===== config.mk =====
export PLATFORM = sky130hd
export DESIGN_NAME = serial_twos_decoder_flat
export DESIGN_NICKNAME = d
export VERILOG_FILES = /design/src/rtl/serial_twos_decoder_if.sv /design/src/rtl/serial_twos_decoder.sv /design/src/flat_wrapper.sv
export SDC_FILE = /design/constraint.sdc
export NUM_CORES = 1
export LEC_CHECK = 0
export CORE_UTILIZATION = 38
export DETAILED_ROUTE_END_ITERATION = 16
export GPL_TIMING_DRIVEN = 0
export PLACE_DENSITY_LB_ADDON = 0.1
export SLEW_MARGIN = 20
export SYNTH_ARGS = -nofsm -noshare
export SYNTH_HDL_FRONTEND = slang
export SYNTH_SLANG_ARGS = --single-unit

===== constraint.sdc =====
create_clock -name clk -period 2.5 [get_ports clk]
set_input_delay 0.375 -clock clk [delete_from_list [all_inputs] [get_ports clk]]
set_output_delay 0.375 -clock clk [all_outputs]
set_load 0.05 [all_outputs]

===== src/rtl/serial_twos_decoder_if.sv =====
// Serial two's-complement decoder bus: start/serial bit stream in, decoded word out.
interface serial_twos_decoder_if #(
    parameter int WIDTH = 4
);
    logic             start;
    logic             din;
    logic             din_valid;
    logic             busy;
    logic             done;
    logic [WIDTH-1:0] mag;
    logic             sign;
    logic [WIDTH-1:0] ones;
    logic             min_neg;

    modport master (
        output start, din, din_valid,
        input  busy, done, mag, sign, ones, min_neg
    );

    modport slave (
        input  start, din, din_valid,
        output busy, done, mag, sign, ones, min_neg
    );
endinterface


===== src/rtl/serial_twos_decoder.sv =====
// Receives a WIDTH-bit two's-complement word LSB first and reports magnitude, sign, 1's complement.
// Result registers update on the edge into DONE, so done and the outputs appear together.
module serial_twos_decoder #(
    parameter int WIDTH = 4
) (
    input  logic                 clk,
    input  logic                 rst,
    serial_twos_decoder_if.slave bus
);
    localparam int               CW      = (WIDTH > 2) ? $clog2(WIDTH) : 1;
    localparam logic [CW-1:0]    LAST    = CW'(WIDTH - 1);
    localparam logic [WIDTH-1:0] MIN_NEG = {1'b1, {(WIDTH-1){1'b0}}};

    typedef enum logic [1:0] {
        IDLE = 2'd0,
        RECV = 2'd1,
        DONE = 2'd2
    } state_t;

    state_t           state, state_nxt;
    logic [CW-1:0]    cnt, cnt_nxt;
    logic [WIDTH-1:0] raw, raw_nxt;
    logic [WIDTH-1:0] neg, neg_nxt;
    logic             seen_one, seen_nxt;

    logic             busy_q;
    logic             done_q;
    logic [WIDTH-1:0] mag_q;
    logic             sign_q;
    logic [WIDTH-1:0] ones_q;
    logic             min_neg_q;

    always_ff @(posedge clk or posedge rst) begin
        if (rst) state <= IDLE;
        else     state <= state_nxt;
    end

    // neg is built by serial negation: copy bits up to the first 1, invert everything after it.
    always_comb begin
        state_nxt = state;
        cnt_nxt   = cnt;
        raw_nxt   = raw;
        neg_nxt   = neg;
        seen_nxt  = seen_one;
        case (state)
            IDLE: begin
                if (bus.start) begin
                    state_nxt = RECV;
                    cnt_nxt   = '0;
                    raw_nxt   = '0;
                    neg_nxt   = '0;
                    seen_nxt  = 1'b0;
                end
            end
            RECV: begin
                if (bus.din_valid) begin
                    raw_nxt  = {bus.din, raw[WIDTH-1:1]};
                    neg_nxt  = {(seen_one ? ~bus.din : bus.din), neg[WIDTH-1:1]};
                    seen_nxt = seen_one | bus.din;
                    cnt_nxt  = cnt + 1'b1;
                    if (cnt == LAST) state_nxt = DONE;
                end
            end
            DONE:    state_nxt = IDLE;
            default: state_nxt = IDLE;
        endcase
    end

    always_ff @(posedge clk or posedge rst) begin
        if (rst) begin
            cnt       <= '0;
            raw       <= '0;
            neg       <= '0;
            seen_one  <= 1'b0;
            busy_q    <= 1'b0;
            done_q    <= 1'b0;
            mag_q     <= '0;
            sign_q    <= 1'b0;
            ones_q    <= '0;
            min_neg_q <= 1'b0;
        end else begin
            cnt      <= cnt_nxt;
            raw      <= raw_nxt;
            neg      <= neg_nxt;
            seen_one <= seen_nxt;
            busy_q   <= (state_nxt == RECV);
            done_q   <= (state_nxt == DONE);
            if (state_nxt == DONE) begin
                mag_q     <= raw_nxt[WIDTH-1] ? neg_nxt : raw_nxt;
                sign_q    <= raw_nxt[WIDTH-1];
                ones_q    <= ~raw_nxt;
                min_neg_q <= (raw_nxt == MIN_NEG);
            end
        end
    end

    assign bus.busy    = busy_q;
    assign bus.done    = done_q;
    assign bus.mag     = mag_q;
    assign bus.sign    = sign_q;
    assign bus.ones    = ones_q;
    assign bus.min_neg = min_neg_q;
endmodule


===== src/flat_wrapper.sv =====
// flat-port wrapper written by rule: the top's interface ports become plain ports
module serial_twos_decoder_flat 
#(
    parameter int WIDTH = 4
)
  (clk, rst, bus_start, bus_din, bus_din_valid, bus_busy, bus_done, bus_mag, bus_sign, bus_ones, bus_min_neg);
  serial_twos_decoder_if #(.WIDTH(WIDTH)) bus_i ();
  input  logic clk;
  input  logic rst;
  input wire logic [$bits(bus_i.start)-1:0] bus_start;
  input wire logic [$bits(bus_i.din)-1:0] bus_din;
  input wire logic [$bits(bus_i.din_valid)-1:0] bus_din_valid;
  output wire logic [$bits(bus_i.busy)-1:0] bus_busy;
  output wire logic [$bits(bus_i.done)-1:0] bus_done;
  output wire logic [$bits(bus_i.mag)-1:0] bus_mag;
  output wire logic [$bits(bus_i.sign)-1:0] bus_sign;
  output wire logic [$bits(bus_i.ones)-1:0] bus_ones;
  output wire logic [$bits(bus_i.min_neg)-1:0] bus_min_neg;
  assign bus_i.start = bus_start;
  assign bus_i.din = bus_din;
  assign bus_i.din_valid = bus_din_valid;
  assign bus_busy = bus_i.busy;
  assign bus_done = bus_i.done;
  assign bus_mag = bus_i.mag;
  assign bus_sign = bus_i.sign;
  assign bus_ones = bus_i.ones;
  assign bus_min_neg = bus_i.min_neg;
  serial_twos_decoder #(.WIDTH(WIDTH)) u_core (.clk(clk), .rst(rst), .bus(bus_i));
endmodule

# Word level (Yosys, flattened, before mapping)
# Cells that the tools add are included.
# Widths: inputs -> output; s select.
# totals
output_inout_bits	12
wordCells	43
regBits	25
inputBits	5
# op_classes
eq_ne	7
n_addsub	1
mux	18
reduce_logical	3
n_bitwise	3
# ops
operator	count
$mux 4	5
$pmux 4 s2	2
$mux 2	5
$pmux 2 s2	2
$eq 2x1->1 const B	2
$eq 2x2->1 const B	2
$eq 4x4->1 const B	1
$ne 2x2->1 const B	2
$not 4->4	1
$mux 1	3
$reduce_and 3->1	1
$add 2x1->2 const B	1
$logic_not 2->1	1
$pmux 1 s2	1
$reduce_bool 2->1	1
$not 1->1	1
$or 1x1->1	1

# Longest topological paths before layout
# logic_depth
depth_word	5
ltp_mapped	6
mapped_depth_nobuf	5

# Worst setup path before layout
# Ideal clock, no wire load.
# synth_path
kind	flip-flop to flip-flop
startpoint	register u_core.state[1]
endpoint	register u_core.mag_q[0] (netlist: u_core.bus.mag[0])
setup_time_ns	0.120
arrival_time_ns	1.347
path_stages_with_launch	5
slack_ns	1.033
t_required_ns	2.380
n_path_buf	0
cell_sequence	dfrtp_1 -> o21bai_2 -> a221oi_4 -> mux2i_1 -> o21ai_2
# synth_between
elab_chain_len	4
# synth_lines
element	line_no	text
start: declaration	serial_twos_decoder.sv:20	state_t state, state_nxt;
start signal: assignment	serial_twos_decoder.sv:35	else state <= state_nxt;
$mux 2	serial_twos_decoder.sv:61	if (cnt == LAST) state_nxt = DONE;
$mux 2	serial_twos_decoder.sv:56	if (bus.din_valid) begin
$pmux 2 s2	serial_twos_decoder.sv:45	case (state)
$eq 2x2->1	serial_twos_decoder.sv:88	if (state_nxt == DONE) begin
end signal: assignment	serial_twos_decoder.sv:89	mag_q <= raw_nxt[WIDTH-1] ? neg_nxt : raw_nxt;
end: declaration	serial_twos_decoder.sv:28	logic [WIDTH-1:0] mag_q;
# Several ways; a longest one is shown, not always the timed one.
# A chain may end at the register's enable or synchronous reset.

# Worst setup path after layout
# layout_path
startpoint	register u_core.mag_q[0] (netlist: u_core.bus.mag[0])
endpoint	output bus_mag[0]
# layout_lines
element	line_no	text
end: declaration	flat_wrapper.sv:15	output wire logic [$bits(bus_i.mag)-1:0] bus_mag;
# No word-level cell between the ends.

==> out/metrics.yaml <==
outcome:
  outcome: "finished clean"
setup_path:
  start_kind: "flip-flop"
  path_cells: "clkdlybuf4s50_1"
  critPathMaxFanout: 2
  cp-end-kind: "output pin"
  crit_type: "flip-flop to output pin"
  critPathBufInv: 1
  slowest_stage: "clkdlybuf4s50_1"
  max_stage_delay_ns: 0.81
  arrival_ns: 1.49
  required_ns: 2.12
  critPathTopFamily: "buffers and inverters"
place:
  dp_hpwl_um: 1639
  place_area_um2: 1371
  io_buffer_count: 16
  place.gp.congestion: 0.7399
finish:
  final_area_um2: 1398
  drive_gt1_frac: 0.1290
  layout.nets: 132
  syn_to_final_growth_pct: 19.21
  fillerInstances: 256
  antenna_cells: 0
  fin_util: 0.4940
grt:
  grt_max_degree: 26
  grt_pass1_vias: 869
  grt_pass1_wl_um: 4126
  grt-ovfl-total: 0
  grt_usage: 0.1631
  grt_antenna_before_repair: 0
floorplanning:
  ios: 17
  die_area_um2: 3311
  die_h_um: 57.55
  fp-row-count: 19
  start_util: 0.4144
  core_um2: 2829
  die_w_um: 57.55
detailed_routing:
  drcViolationCount: 0
  drtPass1Iterations: 4
  route.vias.total: 839
  avgRoutedWirePerCell_um: 15.06
  ant_nets: 0
  routed_wl_um: 2335
  drt_iter0_drc: 12
  routed_via_density: 5.413
synth:
  yosys.cell_count.top_type: "dfrtp_1"
  netlist_area_um2: 1172
  mappedNetlistNets: 111
  synth_top_area_frac: 0.5336
  ys_ff_latch: 25
  ys.flop_type: "dfrtp_1"
  synth_cell_types: 31
  synth_commonest_cells: "dfrtp_1 (25), nand2_1 (15), inv_1 (12)"
  synth_edf_count: 0
  synth_seq_area_share: 0.5336
  synth_cells: 104
  async_reset_ff_frac: 1.000
  ys_warn_count: 0
  yosys-top-cells-area: "dfrtp_1 (53%), a22o_1 (6.0%), nand2_1 (4.8%)"
  syn_area_per_cell_um2: 11.27
  post-synth-top-area-cell: "dfrtp_1"
sta:
  final_max_slew_viol_count: 0
  setup_viol: 0
  hold_violations: 0
  rsz0062_at_grt: "no"
  tightestPinTransition_ns: 0.9522
  slew_headroom: 0.3645
  period_minus_slack_ns: 1.865
  max_freq_mhz: 536.1
  skew_ns: 0.001541
  setup_tns_ns: 0
  fin_crit_sh: 0.7462
clock_tree:
  cts_num_sinks: 25
  cts_tree: "yes"
  cts_resized: 0
  clk_pin_slew_ns: 0.13
  cts_inserted_buffers: 3
  cts_hold_buf: 0
  cts-root-buf: "clkbuf_4"
  clk_latency_ns: 0.31
  htree_num_levels: 1
  cts_setup_buffers: 0
  clockBufferDepth: 2
power_and_ir_drop:
  ir_worst_vdd_mv: 0.5985
  p_leak_nw: 0.6550
  power_density_nw_per_um2: 1316
run:
  cap_viol_max_count: 0
min_path:
  hp-class: "flip-flop to flip-flop"
logic make-up after synthesis:
kind of cell / after synthesis / share of synthesized area
fa+ha+maj: 2 / 0.02134
flops: 25 / 0.5336
buf+inv: 16 / 0.05763
compound gates: 28 / 0.2167
simple gates: 28 / 0.1270
mux: 5 / 0.04376
cell type report:
class,instances,area [um^2],area share
plain buffers,4,22.52,0.01611
flip-flops and latches,25,625.6,0.4476
multi-input cells,63,479.2,0.3429
repair buffers,16,160.2,0.1146
well taps,31,38.79,0.02775
clock buffers,4,26.28,0.01880
inverters,12,45.04,0.03223
worst reg2reg max path: stages, from the launching register on:
cell      delay [ns]
dfrtp_1         0.45
o21bai_2        0.29
a221oi_4        0.51
mux2i_1         0.30
o21ai_2         0.07
flip-flops by register name, indices dropped and copies added (netlist names):
name,cells
u_core.bus.done,1
u_core.seen_one,1
u_core.bus.min_neg,1
u_core.raw,4
u_core.neg,4
u_core.state,2
u_core.cnt,2
u_core.bus.sign,1
u_core.bus.busy,1
u_core.bus.mag,4
u_core.bus.ones,4
layout by cell type (no fill, tap or decap), types with 2 or more instances in the layout:
cell / n
o221ai_1: 2
a22o_1: 8
o21ai_0: 4
ha_1: 2
mux2i_1: 4
o21ai_1: 2
clkdlybuf4s50_1: 16
o221ai_2: 2
nand2_1: 15
clkbuf_4: 3
dfrtp_1: 25
buf_2: 3
inv_1: 12
a31oi_1: 2
nand3b_1: 5
metrics by stage:
stage | setup WS [ns] | cells | hold WS, ns | power, mW
3_5_place_dp | 0.3834 | 151 | 0.4625 | 1.678
2_1_floorplan | 1.033 | 104 | 0.4023 | 1.390
5_1_grt | 0.5249 | 155 | 0.5339 | 1.965
6_report | 0.6346 | 155 | 0.4910 | 1.839
4_1_cts | 0.6204 | 155 | 0.4947 | 1.859
3_3_place_gp | 0.3945 | 151 | 0.4627 | 1.659
worst paths after layout:
kind                                     from                  to  slack, ns  depth (start not counted)
max reg2reg                   u_core.state[1]   u_core.bus.mag[0]       0.79                          4
min reg2reg                u_core.bus.ones[3]  u_core.bus.ones[3]       0.49                          2
min                        u_core.bus.ones[3]  u_core.bus.ones[3]       0.49                          2
max in group asynchronous                 rst       u_core.raw[2]       1.36                          2
max                         u_core.bus.mag[0]          bus_mag[0]       0.63                          1
min in group asynchronous                 rst     u_core.state[0]       0.56                          2
power breakdown:
group          internal [mW]  switching [mW]  total, mW
clock network         0.0623           0.115      0.177
logic                  0.376           0.618      0.994
registers              0.563           0.105      0.668
metal layers:
layer / vias to the layer above / routed length (um) / GRT usage
met5: - / 0 / 0
met4: 0 / 27 / 0.04878
met3: 4 / 53 / 0.02268
met2: 10 / 1091 / 0.2525
met1: 416 / 1163 / 0.2376
li1: 409 / - / -
Note: power is estimated with default switching activity, not from simulation.
